==> config.mk <==
export PLATFORM = sky130hd
export DESIGN_NAME = instr_fetch_unit_flat
export DESIGN_NICKNAME = d
export VERILOG_FILES = /design/src/rtl/instr_fetch_unit_if.sv /design/src/rtl/instr_fetch_unit.sv /design/src/flat_wrapper.sv
export SDC_FILE = /design/constraint.sdc
export NUM_CORES = 1
export LEC_CHECK = 0
export CAP_MARGIN = 20
export CORE_ASPECT_RATIO = 1.5
export CORE_MARGIN = 2
export CORE_UTILIZATION = 40
export DETAILED_ROUTE_END_ITERATION = 7
export PLACE_DENSITY = 0.72
export SETUP_SLACK_MARGIN = 0.3
export SYNTH_ARGS = -nofsm -noshare
export SYNTH_HDL_FRONTEND = slang
export SYNTH_SLANG_ARGS = --single-unit
==> constraint.sdc <==
create_clock -name i_clk -period 4 [get_ports i_clk]
set_input_delay 0.8 -clock i_clk [delete_from_list [all_inputs] [get_ports i_clk]]
set_output_delay 0.8 -clock i_clk [all_outputs]
set_load 0.005 [all_outputs]
==> src/rtl/instr_fetch_unit_if.sv <==
// instr_fetch_unit_if: branch facility, instruction memory and identify signals of the fetch stage
interface instr_fetch_unit_if;
  logic [0:63] i_nia;
  logic        o_stall;
  logic        o_mem_req_valid;
  logic        i_mem_req_ready;
  logic [0:63] o_mem_addr;
  logic        i_mem_rsp_valid;
  logic [0:31] i_mem_rsp_data;
  logic        i_mem_rsp_err;
  logic        o_instr_valid;
  logic        i_instr_ready;
  logic [0:31] o_instr;
  logic [0:63] o_instr_addr;
  logic        o_err_misaligned;
  logic        o_err_fetch;
  modport master (
    input  i_nia, i_mem_req_ready, i_mem_rsp_valid, i_mem_rsp_data, i_mem_rsp_err, i_instr_ready,
    output o_stall, o_mem_req_valid, o_mem_addr, o_instr_valid, o_instr, o_instr_addr,
           o_err_misaligned, o_err_fetch
  );
  modport slave (
    output i_nia, i_mem_req_ready, i_mem_rsp_valid, i_mem_rsp_data, i_mem_rsp_err, i_instr_ready,
    input  o_stall, o_mem_req_valid, o_mem_addr, o_instr_valid, o_instr, o_instr_addr,
           o_err_misaligned, o_err_fetch
  );
endinterface

==> src/rtl/instr_fetch_unit.sv <==
// instr_fetch_unit: non-speculative single-outstanding fetch with retry, timeout and sticky errors
module instr_fetch_unit #(
  parameter int MAX_WAIT  = 16,
  parameter int MAX_RETRY = 2
) (
  input logic i_clk,
  input logic i_rst_n,
  instr_fetch_unit_if.master bus
);
  localparam int WW = $clog2(MAX_WAIT + 1);
  localparam int RW = $clog2(MAX_RETRY + 2);
  typedef enum logic [2:0] {BOOT, REQ, WAIT, PRESENT, ERROR} state_t;
  state_t      state_q, state_d;
  logic        issue_q, issue_d;
  logic [0:63] addr_q, addr_d;
  logic [0:31] instr_q, instr_d;
  logic [0:63] iaddr_q, iaddr_d;
  logic [WW-1:0] wait_q, wait_d;
  logic [RW-1:0] retry_q, retry_d;
  logic        mis_q, mis_d;
  logic        fet_q, fet_d;
  always_ff @(posedge i_clk or negedge i_rst_n)
    if (!i_rst_n) begin
      state_q <= BOOT;
      issue_q <= 1'b0;
      addr_q  <= '0;
      instr_q <= '0;
      iaddr_q <= '0;
      wait_q  <= '0;
      retry_q <= '0;
      mis_q   <= 1'b0;
      fet_q   <= 1'b0;
    end else begin
      state_q <= state_d;
      issue_q <= issue_d;
      addr_q  <= addr_d;
      instr_q <= instr_d;
      iaddr_q <= iaddr_d;
      wait_q  <= wait_d;
      retry_q <= retry_d;
      mis_q   <= mis_d;
      fet_q   <= fet_d;
    end
  // issue_q separates the address-sampling REQ cycle from the request cycles; retries keep it set
  always_comb begin
    state_d = state_q;
    issue_d = issue_q;
    addr_d  = addr_q;
    instr_d = instr_q;
    iaddr_d = iaddr_q;
    wait_d  = wait_q;
    retry_d = retry_q;
    mis_d   = mis_q;
    fet_d   = fet_q;
    case (state_q)
      BOOT: state_d = REQ;
      REQ:
        if (!issue_q) begin
          addr_d = bus.i_nia;
          if (|bus.i_nia[62:63]) begin
            state_d = ERROR;
            mis_d   = 1'b1;
          end else issue_d = 1'b1;
        end else if (bus.i_mem_req_ready) begin
          state_d = WAIT;
          wait_d  = '0;
        end
      WAIT: begin
        wait_d = wait_q + WW'(1);
        if (bus.i_mem_rsp_valid && !bus.i_mem_rsp_err) begin
          instr_d = bus.i_mem_rsp_data;
          iaddr_d = addr_q;
          retry_d = '0;
          issue_d = 1'b0;
          state_d = PRESENT;
        end else if (bus.i_mem_rsp_valid || wait_q == WW'(MAX_WAIT - 1)) begin
          if (retry_q < RW'(MAX_RETRY)) begin
            retry_d = retry_q + RW'(1);
            state_d = REQ;
          end else begin
            state_d = ERROR;
            fet_d   = 1'b1;
          end
        end
      end
      PRESENT: state_d = bus.i_instr_ready ? REQ : PRESENT;
      default: ;
    endcase
  end
  assign bus.o_stall          = !(state_q == PRESENT && bus.i_instr_ready);
  assign bus.o_mem_req_valid  = state_q == REQ && issue_q;
  assign bus.o_mem_addr       = addr_q;
  assign bus.o_instr_valid    = state_q == PRESENT;
  assign bus.o_instr          = instr_q;
  assign bus.o_instr_addr     = iaddr_q;
  assign bus.o_err_misaligned = mis_q;
  assign bus.o_err_fetch      = fet_q;
endmodule
==> src/flat_wrapper.sv <==
// flat-port wrapper written by rule: the top's interface ports become plain ports
module instr_fetch_unit_flat 
#(
  parameter int MAX_WAIT  = 16,
  parameter int MAX_RETRY = 2
)
  (i_clk, i_rst_n, bus_i_nia, bus_i_mem_req_ready, bus_i_mem_rsp_valid, bus_i_mem_rsp_data, bus_i_mem_rsp_err, bus_i_instr_ready, bus_o_stall, bus_o_mem_req_valid, bus_o_mem_addr, bus_o_instr_valid, bus_o_instr, bus_o_instr_addr, bus_o_err_misaligned, bus_o_err_fetch);
  instr_fetch_unit_if bus_i ();
  input logic i_clk;
  input logic i_rst_n;
  input wire logic [$bits(bus_i.i_nia)-1:0] bus_i_nia;
  input wire logic [$bits(bus_i.i_mem_req_ready)-1:0] bus_i_mem_req_ready;
  input wire logic [$bits(bus_i.i_mem_rsp_valid)-1:0] bus_i_mem_rsp_valid;
  input wire logic [$bits(bus_i.i_mem_rsp_data)-1:0] bus_i_mem_rsp_data;
  input wire logic [$bits(bus_i.i_mem_rsp_err)-1:0] bus_i_mem_rsp_err;
  input wire logic [$bits(bus_i.i_instr_ready)-1:0] bus_i_instr_ready;
  output wire logic [$bits(bus_i.o_stall)-1:0] bus_o_stall;
  output wire logic [$bits(bus_i.o_mem_req_valid)-1:0] bus_o_mem_req_valid;
  output wire logic [$bits(bus_i.o_mem_addr)-1:0] bus_o_mem_addr;
  output wire logic [$bits(bus_i.o_instr_valid)-1:0] bus_o_instr_valid;
  output wire logic [$bits(bus_i.o_instr)-1:0] bus_o_instr;
  output wire logic [$bits(bus_i.o_instr_addr)-1:0] bus_o_instr_addr;
  output wire logic [$bits(bus_i.o_err_misaligned)-1:0] bus_o_err_misaligned;
  output wire logic [$bits(bus_i.o_err_fetch)-1:0] bus_o_err_fetch;
  assign bus_i.i_nia = bus_i_nia;
  assign bus_i.i_mem_req_ready = bus_i_mem_req_ready;
  assign bus_i.i_mem_rsp_valid = bus_i_mem_rsp_valid;
  assign bus_i.i_mem_rsp_data = bus_i_mem_rsp_data;
  assign bus_i.i_mem_rsp_err = bus_i_mem_rsp_err;
  assign bus_i.i_instr_ready = bus_i_instr_ready;
  assign bus_o_stall = bus_i.o_stall;
  assign bus_o_mem_req_valid = bus_i.o_mem_req_valid;
  assign bus_o_mem_addr = bus_i.o_mem_addr;
  assign bus_o_instr_valid = bus_i.o_instr_valid;
  assign bus_o_instr = bus_i.o_instr;
  assign bus_o_instr_addr = bus_i.o_instr_addr;
  assign bus_o_err_misaligned = bus_i.o_err_misaligned;
  assign bus_o_err_fetch = bus_i.o_err_fetch;
  instr_fetch_unit #(.MAX_WAIT(MAX_WAIT), .MAX_RETRY(MAX_RETRY)) u_core (.i_clk(i_clk), .i_rst_n(i_rst_n), .bus(bus_i));
endmodule
==> summary.md, run 1 <==
| Metric | Value |
|---|---|
| Status | finished clean |
| Wirelength, routed | 17900 um |
| Worst slew margin | 50.0% |
| Register Area | 4330 um^2 |
| First-pass GRT wire length | 27800 um |
| Startpoint types | flip-flop |
| RSZ-0062 raised after global routing | no |
| Reg2Reg Depth | 5 |
| Reg2reg end | u_core.bus.o_instr_addr[36] |
| Clock Tree Buf Depth | 2 |
| Worst-margin pin slew | 0.750 ns |
| Starting DRC count in detailed routing | 261 |
| CTS H-tree lvls | 4 |
| Post-CTS Setup Bufs | 0 |
| Endpoints failing hold | 0 |
| Synthesis Warnings | 0 |
| Remaining DRCs | 0 |
| Global route hottest layer | met2 |
| Clk root buf | clkbuf_16 |
| Met2 usage | 34.9% |
| MaxCap Viol Count | 0 |
| Final Skew | 0.0109 ns |
| CTS sink cnt | 173 |
| Commonest non-fill, non-tap cell in the layout | nand2_1 |
| Clock transition at the registers of the reported paths | 0.06 ns |
| Gr ovfl total | 0 |
| M1 GR Usage | 22.7% |
| Leak | 0.00472 uW |
| Mapped Nets | 722 |
| DRT Pass-1 Iters | 4 |
| Area grow syn2layout | 50.3% |
| Async SR Flop Fraction | 100% |
| Antenna-violating nets left | 0 |
| Fmax | 359 MHz |
| VDD IR max | 422 uV |
| CTS Buf Count | 17 |
| Wire per inst | 16.2 um |
| DIE HEIGHT | 163 um |
| Post-cts repair resize count | 0 |
| Core Util, Final | 60.7% |
| Hpwl dp | 12500 um |
| Hold_buf cts | 0 |
| Gp weighted congestion | 0.795 |
| Die area | 17900 um^2 |
| Cell variety after synth | 34 |
| Post-synthesis register bit count | 173 |
| Worst-path fanout max | 9 |
| Gr usage total | 20.5% |
| Initial antenna violation count | 0 |
| WP data required | 3.20 ns |
| CTS tree | yes |
| I/O Pins | 267 |
| Multi-input gate area | 2160 um^2 |
| Synthesized area per cell | 10.9 um^2 |
| Final setup viols | 0 |
| Crit. End Element | primary output |
| Post-DP Area | 9510 um^2 |
| Core area | 16600 um^2 |
| Final min period | 2.79 ns |
| DIE WIDTH | 110 um |
| Row cnt | 58 |
| Sequential share of the synthesized area | 64.5% |
| Vias/cell | 4.73 |
| Worst skew pair latency | 0.42 ns |
| Cell count after synthesis | 618 |
| Post-synth EDFFs | 0 |
| GR Layer Usage met3 | 6.00% |
| Final #Nets | 984 |
| Most frequent cells in the layout | nand2_1, clkdlybuf4s50_1, dfrtp_1 |
| Ratio of cells with drive above 1 in the final layout | 11.9% |
| Min-delay worst type | in2async |
| N_diodes | 0 |
| Fin crit share | 69.7% |
| PwrDens | 688 nW/um^2 |
| Largest net degree at the start of global routing | 79 |
| Initial core utilization | 40.4% |
| Via count | 5207 |
| Critical path arrival | 1.99 ns |
| Sum Neg Setup Slack | 0 ns |
| Vias in the first global route | 5336 |
| Design area | 10100 um^2 |
| Kind of critical path | reg2out |
| Reg2reg setup slack | 1.87 ns |
| I/O Buffers | 266 |
| FF-to-FF Start | u_core.state_q[2] |
| Final Max Tran Viols | 0 |
| Fill count | 1427 |
| Synthesized area | 6720 um^2 |
| Ys flop type | dfrtp_1 |
registers in the layout, summed over array words and instances (netlist names):
| signal | count |
|---|---|
| u_core.bus.o_instr | 32 |
| u_core.bus.o_instr_addr | 64 |
| u_core.retry_q | 2 |
| u_core.bus.o_err_misaligned | 1 |
| u_core.bus.o_mem_addr | 64 |
| u_core.state_q | 3 |
| u_core.wait_q | 5 |
| u_core.issue_q | 1 |
| u_core.bus.o_err_fetch | 1 |
worst max path at each step:
stage | depth (start not counted) | slack, ns | startpoint | end
floorplan | 6 | 2.15 | u_core.state_q[2] | u_core.bus.o_mem_addr[0]
global placement | 6 | 1.38 | bus_i_mem_rsp_err | u_core.bus.o_instr[30]
detailed placement | 6 | 1.36 | bus_i_mem_rsp_err | u_core.bus.o_instr_addr[37]
CTS | 3 | 1.18 | u_core.state_q[0] | bus_o_mem_req_valid
global route | 3 | 1.10 | u_core.state_q[0] | bus_o_mem_req_valid
finish | 3 | 1.21 | u_core.state_q[0] | bus_o_mem_req_valid
cell families after synthesis:
logic type	share of synthesized area [%]
and+or+nand+nor	18.7
AOI/OAI and AO/OA	1.98
adders and majority gates	0.373
xor gates and xnor gates	0.130
buffers and inverters	3.58
DFF	64.5
muxes	10.7
metal layers:
metal  routed length [um]  up-vias
li1                     -     2500
met1                 6660     2480
met2                 9370      183
met3                 1130       44
met4                  726        0
met5                    0        -
critical path, stage by stage (launching register included):
cell             delay [ns]
dfrtp_1                0.49
nor3b_1                0.33
and2_1                 0.21
clkdlybuf4s50_1        0.53
where the power goes:
part	leakage, uW	total, uW	internal, uW	switching [uW]
Combinational	0.00222	2380	1590	789
Sequential	0.00222	2920	2430	486
Clock	0.000282	1640	940	704
layout make-up:
type                            instances  area share [%]
Clock buffer                           19            4.39
Clock inverter                         12            1.35
Inverter                                6           0.223
Multi-Input combinational cell        409            21.4
Sequential cell                       173            42.9
Tap cell                              210            2.60
Timing Repair Buffer                  273            27.2
through the flow:
stage | power (uW) | hold WS [ns] | setup WS [ns] | instances
after floorplan | 3650 | 0.450 | 2.15 | 618
after global placement | 5290 | 0.456 | 1.38 | 1071
after detailed placement | 5360 | 0.459 | 1.36 | 1071
after CTS | 7030 | 0.425 | 1.18 | 1102
after global routing | 7360 | 0.447 | 1.10 | 1102
final | 6950 | 0.398 | 1.21 | 1102
synth_stat cells (3+ instances only):
| master | count | area [um^2] |
|---|---|---|
| o21ai_0 | 10 | 50.1 |
| nor3_1 | 3 | 15.0 |
| nand2_1 | 293 | 1100 |
| a21oi_1 | 4 | 20.0 |
| mux2_2 | 64 | 721 |
| inv_1 | 6 | 22.5 |
| nor2_1 | 8 | 30.0 |
| buf_2 | 9 | 45.0 |
| nor3b_1 | 3 | 22.5 |
| buf_6 | 12 | 135 |
| buf_1 | 7 | 26.3 |
| dfrtp_1 | 173 | 4330 |
Power figures use the tool's default switching activity.
==> run 2, diff against run 1 <==
clock period = 2.7 ns   (was 4 ns; I/O delays follow)
==> summary.md, run 2 (synthesized netlist as in run 1, its figures left out) <==
| Metric | Value |
|---|---|
| Commonest non-fill, non-tap cell in the layout | nand2_1 |
| Gr ovfl total | 0 |
| DRT Pass-1 Iters | 4 |
| Final Skew | 0.00878 ns |
| Clock Tree Buf Depth | 2 |
| I/O Pins | 267 |
| Startpoint types | flip-flop |
| Leak | 0.00476 uW |
| Multi-input gate area | 2170 um^2 |
| Status | finished clean |
| Critical path arrival | 1.79 ns |
| Row cnt | 58 |
| Reg2reg end | u_core.bus.o_mem_addr[30] |
| Hold_buf cts | 0 |
| Crit. End Element | primary output |
| Worst-path fanout max | 6 |
| Starting DRC count in detailed routing | 195 |
| First-pass GRT wire length | 27700 um |
| I/O Buffers | 266 |
| FF-to-FF Start | u_core.state_q[2] |
| Worst slew margin | 60.8% |
| Fin crit share | 86.2% |
| CTS tree | yes |
| Remaining DRCs | 0 |
| Clk root buf | clkbuf_16 |
| Final #Nets | 988 |
| CTS Buf Count | 17 |
| Final min period | 2.33 ns |
| Register Area | 4330 um^2 |
| Endpoints failing hold | 0 |
| Wirelength, routed | 17800 um |
| Fmax | 430 MHz |
| Critical Path Source | u_core.state_q[2] |
| N_diodes | 0 |
| Die area | 17900 um^2 |
| Sum Neg Setup Slack | 0 ns |
| Final setup viols | 0 |
| Via count | 5224 |
| Reg2Reg Depth | 5 |
| Hpwl dp | 12100 um |
| Tot Pwr | 10400 uW |
| Largest net degree at the start of global routing | 97 |
| Initial core utilization | 40.4% |
| CTS sink cnt | 173 |
| Kind of critical path | reg2out |
| WP data required | 2.16 ns |
| Vias/cell | 4.72 |
| Wire per inst | 16.1 um |
| Ratio of cells with drive above 1 in the final layout | 12.9% |
| Antenna-violating nets left | 0 |
| Reg2reg setup slack | 0.53 ns |
| VDD IR max | 486 uV |
| Vias in the first global route | 5367 |
| Initial antenna violation count | 0 |
| MaxCap Viol Count | 0 |
| Core area | 16600 um^2 |
| Fill count | 1364 |
| Worst skew pair latency | 0.42 ns |
| Clock transition at the registers of the reported paths | 0.07 ns |
| Area grow syn2layout | 51.7% |
| PwrDens | 1020 nW/um^2 |
| Min-delay worst type | in2async |
| Gr usage total | 20.2% |
| DIE HEIGHT | 163 um |
| Final Max Tran Viols | 0 |
| CTS H-tree lvls | 4 |
| DIE WIDTH | 110 um |
| Gp weighted congestion | 0.821 |
| RSZ-0062 raised after global routing | no |
| Worst-margin pin slew | 0.587 ns |
| Most frequent cells in the layout | nand2_1, clkdlybuf4s50_1, dfrtp_1 |
run 2: cell types whose count changed in the layout (fill, tap and decap cells not counted), moves of 2 or more:
cell        previous run  this run
buf_12                 2         5
clkinv_2               3         0
clkinvlp_4             2         0
dfrtp_1              173       170
dfrtp_2                0         3
inv_6                  2         7
inv_8                  1         4
nor3b_1                3         1
run 2: report_power, final:
| part | internal, uW | switching, uW |
|---|---|---|
| logic | 2400 | 1170 |
| registers | 3610 | 718 |
| clock network | 1350 | 1130 |
| total | 7350 | 3010 |
run 2: metrics by stage:
stage	worst slack [ns]	instances	area, um^2	hold WS [ns]	utilization, %
after global placement	0.630	1072	9560	0.450	57.5
after detailed placement	0.642	1072	9560	0.452	57.5
final	0.373	1107	10200	0.101	61.3
after floorplan	0.849	618	6720	0.244	-
after global routing	0.321	1107	10200	0.144	61.3
after CTS	0.302	1104	10200	0.119	61.1
run 2: worst max-delay path by stage:
stage	end	slack, ns	cells after the start
2_1_floorplan	u_core.bus.o_mem_addr[0]	0.85	6
3_3_place_gp	bus_o_stall	0.63	3
3_5_place_dp	u_core.bus.o_instr_addr[44]	0.64	6
4_1_cts	bus_o_mem_req_valid	0.30	3
5_1_grt	bus_o_mem_req_valid	0.32	3
6_report	bus_o_mem_req_valid	0.37	3
run 2: layout make-up:
type | instances | share of cell area, %
clock buffer | 19 | 4.35
multi-input combinational | 409 | 21.3
clock inverter | 13 | 1.42
timing repair buffer | 277 | 27.6
tap | 210 | 2.58
sequential | 173 | 42.5
inverter | 6 | 0.221
run 2: metal layers:
layer / global-route usage [%] / part of all wire (%) / routed length, um / up-vias
met5: 0 / 0 / 0 / -
met2: 34.4 / 52 / 9290 / 176
met4: 9.67 / 3.5 / 615 / 0
met3: 4.56 / 5.6 / 992 / 40
li1: - / - / - / 2511
met1: 23.7 / 39 / 6870 / 2497
run 2: critical path, cell delays in order (launching register included):
cell and delay (ns):
dfrtp_2 0.46, nor3b_4 0.23, and2_1 0.17, clkdlybuf4s50_1 0.51
run 2: timing repair:
action,in CTS,in global routing
gates resized for setup,2,4
cloned,0,0
setup endpoints to repair,2,3
buffers inserted,0,3
